--- src/rtl/image_pixel_streamer_if.sv ---
`default_nettype none
// ============================================================================
// Module   : image_pixel_streamer_if
// Purpose  : BRAM read port plus pixel valid/ready stream for the streamer.
// Revision : 1.0 - initial release
// ============================================================================
interface image_pixel_streamer_if #(
    parameter int ADDR_W = 8,
    parameter int DATA_W = 8
);
    logic [ADDR_W-1:0] bram_addr;
    logic              bram_en;
    logic              bram_we;
    logic [DATA_W-1:0] bram_do;

    logic [DATA_W-1:0] pix_data;
    logic [ADDR_W-1:0] pix_idx;
    logic              pix_last;
    logic              pix_valid;
    logic              pix_ready;

    modport master (
        output bram_addr, bram_en, bram_we,
        input  bram_do,
        output pix_data, pix_idx, pix_last, pix_valid,
        input  pix_ready
    );

    modport slave (
        input  bram_addr, bram_en, bram_we,
        output bram_do,
        input  pix_data, pix_idx, pix_last, pix_valid,
        output pix_ready
    );
endinterface
`default_nettype wire

--- src/rtl/image_pixel_streamer.sv ---
`default_nettype none
// ============================================================================
// Module   : image_pixel_streamer
// Purpose  : Scans the image BRAM and streams pixels through a 2-entry skid
//            buffer. Optional binarisation enabled by macro IMG_THRESH_EN.
// Revision : 1.0 - initial release
// ============================================================================
module image_pixel_streamer #(
    parameter int PIXELS = 169,
    parameter int ADDR_W = 8,
    parameter int DATA_W = 8
`ifdef IMG_THRESH_EN
    ,
    parameter logic [DATA_W-1:0] THRESH = 8'd128
`endif
) (
    input  wire logic              clk,
    input  wire logic              rst,
    input  wire logic              start,
    output logic                   busy,
    output logic                   done,
    image_pixel_streamer_if.master bus
);

    localparam int                CNT_W       = ADDR_W + 1;
    localparam logic [CNT_W-1:0]  c_pixels    = CNT_W'(PIXELS);
    localparam logic [CNT_W-1:0]  c_last_cnt  = CNT_W'(PIXELS - 1);
    localparam logic [ADDR_W-1:0] c_last_addr = ADDR_W'(PIXELS - 1);

    typedef enum logic [1:0] {
        S_IDLE   = 2'd0,
        S_STREAM = 2'd1,
        S_DRAIN  = 2'd2,
        S_FIN    = 2'd3
    } state_t;

    typedef struct packed {
        logic [DATA_W-1:0] data;
        logic [ADDR_W-1:0] idx;
        logic              last;
    } entry_t;

    state_t            r_state;
    logic [CNT_W-1:0]  r_rd_addr;
    logic [ADDR_W-1:0] r_bram_addr;
    logic              r_bram_en;     // also marks the read in flight
    logic              r_busy;
    logic              r_done;
    logic [1:0]        r_occ;
    entry_t            r_head;
    entry_t            r_tail;

    logic              w_pop;
    logic [2:0]        w_pending_sum;
    logic              w_credit_ok;
    logic              w_issue;
    logic [DATA_W-1:0] w_cap_data;
    entry_t            w_cap;

`ifdef IMG_THRESH_EN
    assign w_cap_data = (bus.bram_do >= THRESH) ? {DATA_W{1'b1}} : {DATA_W{1'b0}};
`else
    assign w_cap_data = bus.bram_do;
`endif

    // The address register still holds the address of the read being captured.
    assign w_cap = {w_cap_data, r_bram_addr, (r_bram_addr == c_last_addr)};

    assign w_pop = (r_occ != 2'd0) && bus.pix_ready;

    // Credits count this cycle's pop so a full-rate stream keeps one read per cycle.
    assign w_pending_sum = {1'b0, r_occ} + {2'b00, r_bram_en} - {2'b00, w_pop};
    assign w_credit_ok   = (w_pending_sum < 3'd2);
    assign w_issue       = (r_state == S_STREAM) && (r_rd_addr < c_pixels) && w_credit_ok;

    always_ff @(posedge clk) begin
        if (rst) begin
            r_state     <= S_IDLE;
            r_rd_addr   <= '0;
            r_bram_addr <= '0;
            r_bram_en   <= 1'b0;
            r_busy      <= 1'b0;
            r_done      <= 1'b0;
        end else begin
            r_bram_en <= 1'b0;
            r_done    <= 1'b0;
            case (r_state)
                S_IDLE: begin
                    if (start) begin
                        r_state   <= S_STREAM;
                        r_rd_addr <= '0;
                        r_busy    <= 1'b1;
                    end
                end
                S_STREAM: begin
                    if (w_issue) begin
                        r_bram_addr <= r_rd_addr[ADDR_W-1:0];
                        r_bram_en   <= 1'b1;
                        r_rd_addr   <= r_rd_addr + 1'b1;
                        if (r_rd_addr == c_last_cnt) begin
                            r_state <= S_DRAIN;
                        end
                    end
                end
                S_DRAIN: begin
                    if (w_pop && r_head.last) begin
                        r_state <= S_FIN;
                        r_busy  <= 1'b0;
                        r_done  <= 1'b1;
                    end
                end
                S_FIN: begin
                    r_state <= S_IDLE;
                end
                default: begin
                    r_state <= S_IDLE;
                end
            endcase
        end
    end

    always_ff @(posedge clk) begin
        if (rst) begin
            r_occ  <= 2'd0;
            r_head <= '0;
            r_tail <= '0;
        end else begin
            case ({r_bram_en, w_pop})
                2'b10: begin
                    if (r_occ == 2'd0) begin
                        r_head <= w_cap;
                    end else begin
                        r_tail <= w_cap;
                    end
                    r_occ <= r_occ + 2'd1;
                end
                2'b01: begin
                    r_head <= r_tail;
                    r_occ  <= r_occ - 2'd1;
                end
                2'b11: begin
                    if (r_occ == 2'd1) begin
                        r_head <= w_cap;
                    end else begin
                        r_head <= r_tail;
                        r_tail <= w_cap;
                    end
                end
                default: begin
                end
            endcase
        end
    end

    a_occ_bound : assert property (@(posedge clk) disable iff (rst) (r_occ <= 2'd2));

    assign bus.bram_addr = r_bram_addr;
    assign bus.bram_en   = r_bram_en;
    assign bus.bram_we   = 1'b0;
    assign bus.pix_data  = r_head.data;
    assign bus.pix_idx   = r_head.idx;
    assign bus.pix_last  = r_head.last;
    assign bus.pix_valid = (r_occ != 2'd0);
    assign busy          = r_busy;
    assign done          = r_done;

endmodule
`default_nettype wire

--- src/flat_wrapper.sv ---
// flat-port wrapper written by rule: the top's interface ports become plain ports
module image_pixel_streamer_flat 
#(
    parameter int PIXELS = 169,
    parameter int ADDR_W = 8,
    parameter int DATA_W = 8

)
  (clk, rst, start, busy, done, bus_bram_addr, bus_bram_en, bus_bram_we, bus_bram_do, bus_pix_data, bus_pix_idx, bus_pix_last, bus_pix_valid, bus_pix_ready);
  image_pixel_streamer_if #(.ADDR_W(ADDR_W), .DATA_W(DATA_W)) bus_i ();
  input  wire logic clk;
  input  wire logic rst;
  input  wire logic start;
  output logic busy;
  output logic done;
  output wire logic [$bits(bus_i.bram_addr)-1:0] bus_bram_addr;
  output wire logic [$bits(bus_i.bram_en)-1:0] bus_bram_en;
  output wire logic [$bits(bus_i.bram_we)-1:0] bus_bram_we;
  input wire logic [$bits(bus_i.bram_do)-1:0] bus_bram_do;
  output wire logic [$bits(bus_i.pix_data)-1:0] bus_pix_data;
  output wire logic [$bits(bus_i.pix_idx)-1:0] bus_pix_idx;
  output wire logic [$bits(bus_i.pix_last)-1:0] bus_pix_last;
  output wire logic [$bits(bus_i.pix_valid)-1:0] bus_pix_valid;
  input wire logic [$bits(bus_i.pix_ready)-1:0] bus_pix_ready;
  assign bus_bram_addr = bus_i.bram_addr;
  assign bus_bram_en = bus_i.bram_en;
  assign bus_bram_we = bus_i.bram_we;
  assign bus_i.bram_do = bus_bram_do;
  assign bus_pix_data = bus_i.pix_data;
  assign bus_pix_idx = bus_i.pix_idx;
  assign bus_pix_last = bus_i.pix_last;
  assign bus_pix_valid = bus_i.pix_valid;
  assign bus_i.pix_ready = bus_pix_ready;
  image_pixel_streamer #(.PIXELS(PIXELS), .ADDR_W(ADDR_W), .DATA_W(DATA_W)) u_core (.clk(clk), .rst(rst), .start(start), .busy(busy), .done(done), .bus(bus_i));
endmodule
--- config.mk ---
export PLATFORM = sky130hd
export DESIGN_NAME = image_pixel_streamer_flat
export DESIGN_NICKNAME = d
export VERILOG_FILES = /design/src/rtl/image_pixel_streamer_if.sv /design/src/rtl/image_pixel_streamer.sv /design/src/flat_wrapper.sv
export SDC_FILE = /design/constraint.sdc
export NUM_CORES = 1
export LEC_CHECK = 0
export ABC_AREA = 1
export CORE_AREA = 10 10 118 120
export DETAILED_ROUTE_END_ITERATION = 12
export DIE_AREA = 0 0 128 130
export PLACE_DENSITY_LB_ADDON = 0.25
export SLEW_MARGIN = 30
export SYNTH_ARGS = -nofsm -noshare
export SYNTH_HDL_FRONTEND = slang
export SYNTH_SLANG_ARGS = --single-unit
--- constraint.sdc ---
create_clock -name clk -period 4.5 [get_ports clk]
set_input_delay 1.125 -clock clk [delete_from_list [all_inputs] [get_ports clk]]
set_output_delay 1.125 -clock clk [all_outputs]
set_load 0.1 [all_outputs]
==> results of run 1 <==
layout make-up:
| type | count | area [um2] | share of cell area [%] |
|---|---|---|---|
| inverters | 69 | 267 | 7.30 |
| clock buffers | 10 | 239 | 6.54 |
| multi-input cells | 238 | 1290 | 35.3 |
| flip-flops and latches | 58 | 1160 | 31.8 |
| clock inverters | 6 | 88.8 | 2.43 |
| repair buffers | 43 | 423 | 11.6 |
| well taps | 147 | 184 | 5.04 |
cell families after synthesis:
| family | count (synthesis) | synth area share, % |
|---|---|---|
| AOI/OAI and AO/OA | 88 | 17.8 |
| xor gates and xnor gates | 1 | 0.306 |
| adders and majority gates | 11 | 5.07 |
| buffers and inverters | 94 | 14.8 |
| DFF | 58 | 40.6 |
| other | 1 | 0.131 |
| and+or+nand+nor | 137 | 21.3 |
path summary, 6_finish.rpt:
kind	slack, ps	startpoint	endpoint	cells past startpoint
hold reg to reg	450	u_core.r_tail[0]$_SDFFE_PP0P_	u_core.r_tail[0]$_SDFFE_PP0P_	2
hold / removal	450	u_core.r_tail[0]$_SDFFE_PP0P_	u_core.r_tail[0]$_SDFFE_PP0P_	2
setup reg to reg	1590	u_core.r_occ[1]$_SDFFE_PP0N_	u_core.r_rd_addr[2]$_SDFFE_PP0P_	18
setup / recovery	1060	bus_pix_ready	u_core.r_rd_addr[2]$_SDFFE_PP0P_	16
layout by cell type (no fill, tap or decap), types with 2 or more instances in the layout:
| cell type | n |
|---|---|
| inv_2 | 2 |
| ha_1 | 10 |
| nor2_1 | 40 |
| nand4_1 | 3 |
| dfxtp_1 | 58 |
| inv_1 | 66 |
| clkinvlp_4 | 2 |
| nand2_8 | 2 |
| clkdlybuf4s50_1 | 40 |
| nor3b_1 | 2 |
| bufinv_16 | 2 |
| nand3_1 | 15 |
| nor2_2 | 2 |
| o221ai_1 | 16 |
| a21oi_1 | 34 |
| buf_4 | 3 |
| nand2_2 | 3 |
| o21ai_0 | 35 |
| nand2_1 | 67 |
| clkbuf_16 | 9 |
metrics by stage:
step	instances	hold slack [ps]	utilization [%]	instance area (um2)
2_1_floorplan	390	425	-	2860
3_3_place_gp	555	434	28.3	3310
3_5_place_dp	555	438	28.3	3310
4_1_cts	571	446	31.1	3640
5_1_grt	571	471	31.2	3650
6_report	571	449	31.2	3650
sequential cells by signal, summed over array words and instances (netlist names):
register              flops
u_core.bus.bram_addr      8
u_core.bus.bram_en        1
u_core.bus.pix_data       8
u_core.bus.pix_idx        8
u_core.bus.pix_last       1
u_core.busy               1
u_core.done               1
u_core.r_occ              2
u_core.r_rd_addr          9
u_core.r_state            2
u_core.r_tail            17
routing by layer:
metal / vias up / track usage (%) / wire length [um]
li1: 1297 / - / -
met1: 1128 / 10.3 / 3340
met2: 50 / 14.2 / 3330
met3: 10 / 2.76 / 411
met4: 0 / 4.17 / 99
met5: - / 0 / 0
critical path, cell delays in order:
cell and delay (ps):
clkdlybuf4s50_1 420, nand2_1 130, inv_1 70, ha_1 320
nor2_1 110, inv_1 70, fa_1 550, nand3_1 120
nor2_4 170, nand2_4 150, nand2_8 110, nand2_8 70
inv_8 80, nand2_1 40, nand2_1 60, nor2_1 40
==> flow_summary_export.csv, run 1 <==
group,metric,value,unit
clock_network,cts_root_buf,"clkbuf_16",
clock_network,cts_tree,"built",
logic_synthesis,yosysSeqAreaShare,40.6,%
sta,skew,6.30,ps
logic_synthesis,synth_ff_type,"dfxtp_1",
clock_network,cts_resized,0,
sta,max_clock_freq,291,MHz
critical_path,critPathKind,"in -> reg",
clock_network,numCtsBuffers,9,
global_route,overflow,0,
critical_path,critPathMaxFanout,15,
logic_synthesis,yosys_warnings,0,
sta,fin_crit,3440,ps
finish,fill_cells,1308,
critical_path,worst-endpoint-required,4720,ps
hold_path,hold_path.class,"reg -> reg",
logic_synthesis,ys_top_cells_by_count,"nand2_1 (69), inv_1 (66), dfxtp_1 (58), nor2_1 (40), o21ai_0 (35)",
die,dieArea,0.0166,mm2
route,drt_pre_antenna_iters,4,
die,initial_core_util,24.4,%
finish,area_growth,27.6,%
finish,antenna_cells,0,
logic_synthesis,syn-cell-area,0.00286,mm2
sta,worstMarginPinSlew,1000,ps
logic_synthesis,synth_area_leader_cell,"dfxtp_1",
route,vias,2485,
sta,rsz0062_at_grt,"no",
clock_network,cts_buffer_depth,2,
sta,hold_viol,0,
finish,layout.nets,442,
placement,port_buffers,40,
logic_synthesis,syn_nets,413,
route,ant_nets,0,
finish,drive_gt1_share,7.78,%
global_route,grt_first_pass_wirelength,11800,um
logic_synthesis,synthDistinctLibCells,29,
outcome,status,"finished, final reports clean",
die,core,0.0117,mm2
placement,dp_slack,735,ps
logic_synthesis,ys_top_cells_by_area,"dfxtp_1 (41%), nand2_1 (9.1%), inv_1 (8.7%)",
route,wire_per_inst,12.6,um
run,max-cap-violations,0,
placement,place_congestion,0.824,
global_route,grt_max_degree,35,
sta,setup_viol,0,
route,vias_per_cell,4.35,
clock_network,clkLatencyLatePin,330,ps
route,drt_iter0_drc,144,
critical_path,startpoint_type,"primary input",
clock_network,h-tree-depth,3,
placement,detailed_place_hpwl,5070,um
clock_network,cts.sinks,58,
sta,timing.final.ws_setup,1060,ps
die,top_level_ports,42,
clock_network,clkTransAtPathRegs,50,ps
global_route,grt_usage,8.75,%
logic_synthesis,syn_area_per_cell,7.34,um2
route,drc,0,
die,die_h,130,um
clock_network,ctsHoldBuffers,0,
logic_synthesis,async_reset_ff_share,0,%
logic_synthesis,synth-seq-cells,58,
sta,drv_slew,0,
route,routed_wl,7190,um
critical_path,end_kind,"flip-flop",
global_route,antenna_found_initial,0,
logic_synthesis,syn_inst,390,
logic_synthesis,yosysTopAreaCellShare,40.6,%
global_route,grt_pass1_vias,2385,
die,rows,40,
clock_network,postCtsSetupRepairBufs,0,
logic_synthesis,synth_edf_count,0,
logic_synthesis,yosysMostFrequentCell,"nand2_1",
sta,finalCritPeriodShare,76.5,%
sta,finalSetupTns,0,ps
sta,slew_headroom,33.0,%
die,die_w,128,um
critical_path,arrival,3660,ps
Power of run 1 is left out: the tool's default activity adds up to more than one toggle a clock period on the data nets, which glitch-free logic cannot reach.
==> run 2, diff against run 1 <==
clock period = 3.5 ns   (was 4.5 ns; I/O delays follow)
==> flow_summary_export.csv, run 2 (synthesis results as in run 1) <==
group,metric,value,unit
critical_path,startpoint_type,"primary input",
sta,finalSetupTns,0,ps
critical_path,max_stage_delay,530,ps
die,core,0.0117,mm2
clock_network,ctsHoldBuffers,0,
critical_path,cpMostUsedCell,"nand2_1",
placement,port_buffers,40,
critical_path,crit_chain,"clkdlybuf4s50_1 > nand2_1 > inv_1 > ha_1 > nor2_1 > inv_1 > fa_1 > nand3_1 > nor2_4 > nand2_4 > nand2_8 > nand2_8 > inv_8 > nand2_1 > nand2_1 > nor2_1",
die,initial_core_util,24.4,%
sta,skew,6.48,ps
clock_network,numCtsBuffers,9,
finish,layout_commonest_cell,"nand2_1",
clock_network,cts_tree,"built",
route,ant_nets,0,
die,die_w,128,um
global_route,grt_usage,9.11,%
critical_path,r2r_start,"u_core.r_occ[1]$_SDFFE_PP0N_",
die,rows,40,
critical_path,critPathSlowestCell,"fa_1",
critical_path,path_delay_family,"simple AND/OR/NAND/NOR gates",
clock_network,clkLatencyLatePin,320,ps
sta,fin_crit,3110,ps
route,drt_iter0_drc,214,
global_route,grt_first_pass_wirelength,12200,um
route,drt_pre_antenna_iters,5,
hold_path,hold_start,"u_core.r_tail[3]$_SDFFE_PP0P_",
placement,place_congestion,0.887,
critical_path,arrival,3320,ps
finish,antenna_cells,0,
finish,layout_common_cells,"nand2_1 (69), inv_1 (66), dfxtp_1 (58), nor2_1 (40), buf_4 (37)",
die,die_h,130,um
route,vias_per_cell,4.39,
sta,max_clock_freq,322,MHz
finish,layout.nets,447,
clock_network,h-tree-depth,3,
route,vias,2531,
global_route,antenna_found_initial,0,
route,wire_per_inst,12.6,um
sta,finalCritPeriodShare,88.8,%
clock_network,cts_root_buf,"clkbuf_16",
global_route,overflow,0,
outcome,status,"finished, final reports clean",
critical_path,startpoint,"bus_pix_ready",
clock_network,cts_resized,0,
clock_network,postCtsSetupRepairBufs,0,
route,drc,0,
placement,detailed_place_hpwl,5310,um
sta,slew_headroom,47.1,%
finish,regMostFlops,"u_core.r_tail",
global_route,grt_max_degree,35,
finish,reg_top3,"u_core.r_tail: 17 flops, u_core.r_rd_addr: 9 flops",
sta,rsz0062_at_grt,"no",
sta,drv_slew,0,
sta,setup_viol,0,
die,top_level_ports,42,
critical_path,worst-endpoint-required,3720,ps
finish,drive_gt1_share,15.2,%
finish,area_growth,25.1,%
run,max-cap-violations,0,
global_route,grt_pass1_vias,2508,
sta,hold_viol,0,
critical_path,cp.buffers_inverters,4,
placement,dp_slack,45.0,ps
route,routed_wl,7270,um
die,dieArea,0.0166,mm2
critical_path,critPathKind,"in -> reg",
sta,timing.final.ws_setup,393,ps
critical_path,critPathMaxFanout,11,
clock_network,clkTransAtPathRegs,50,ps
critical_path,end_kind,"flip-flop",
clock_network,cts.sinks,58,
clock_network,cts_buffer_depth,2,
finish,largest_reg_flops,17,
hold_path,hold_path.class,"reg -> reg",
sta,worstMarginPinSlew,792,ps
==> run 2: changes by cell type in the layout (fill, tap and decap cells not counted), sizes merged <==
cell / delta
clkdlybuf4s50: -29
bufinv: -1
buf: +34
clkinv: +2
clkinvlp: -1
==> run 2: path summary, 6_finish.rpt <==
check | endpoint | slack (ps) | depth (start not counted)
max | u_core.r_rd_addr[1]$_SDFFE_PP0P_ | 390 | 16
max reg2reg | u_core.r_rd_addr[1]$_SDFFE_PP0P_ | 660 | 18
min reg2reg | u_core.r_tail[3]$_SDFFE_PP0P_ | 450 | 2
min | u_core.r_tail[3]$_SDFFE_PP0P_ | 450 | 2
==> run 2: metrics by stage <==
step           area, um2  instances  hold WS, ps  util (%)
5_1_grt             3580        576          481      30.6
3_3_place_gp        3280        560          437      28.0
4_1_cts             3580        576          454      30.6
3_5_place_dp        3280        560          444      28.0
2_1_floorplan       2860        390          425         -
6_report            3580        576          451      30.6
==> run 2: layer usage <==
layer	track usage, %	vias to the layer above	share of wire (%)
met1	10.0	1161	44
li1	-	1309	-
met2	15.5	51	48
met4	3.11	0	2.0
met5	0	-	0
met3	3.81	10	6.3
==> run 2: final cells by class <==
| class | count | area, um2 |
|---|---|---|
| clock buffers | 10 | 239 |
| clock inverters | 6 | 65.1 |
| fillers | 1297 | 8130 |
| inverters | 69 | 267 |
| multi-input cells | 238 | 1280 |
| flip-flops and latches | 58 | 1160 |
| well taps | 147 | 184 |
| repair buffers | 48 | 388 |
==> run 2: worst register-to-register path: stages (launching register included) <==
cell and delay (ps):
dfxtp_1 380, inv_2 70, ha_1 210, inv_1 90
nand2_1 90, inv_1 80, ha_1 260, nor2_1 110
inv_1 70, fa_1 530, nand3_1 110, nor2_4 170
nand2_4 130, nand2_8 110, nand2_8 70, inv_8 80
nand2_1 50, nand2_1 60, nor2_1 40
Power of run 2 is left out for the same reason.
==> run 3, diff against run 2 <==
CTS_CLUSTER_DIAMETER = 100   (was unset)
==> results of run 3 <==
No change in the layout: final DEF, timing and power equal those of run 2.
Power of run 3 is left out for the same reason.
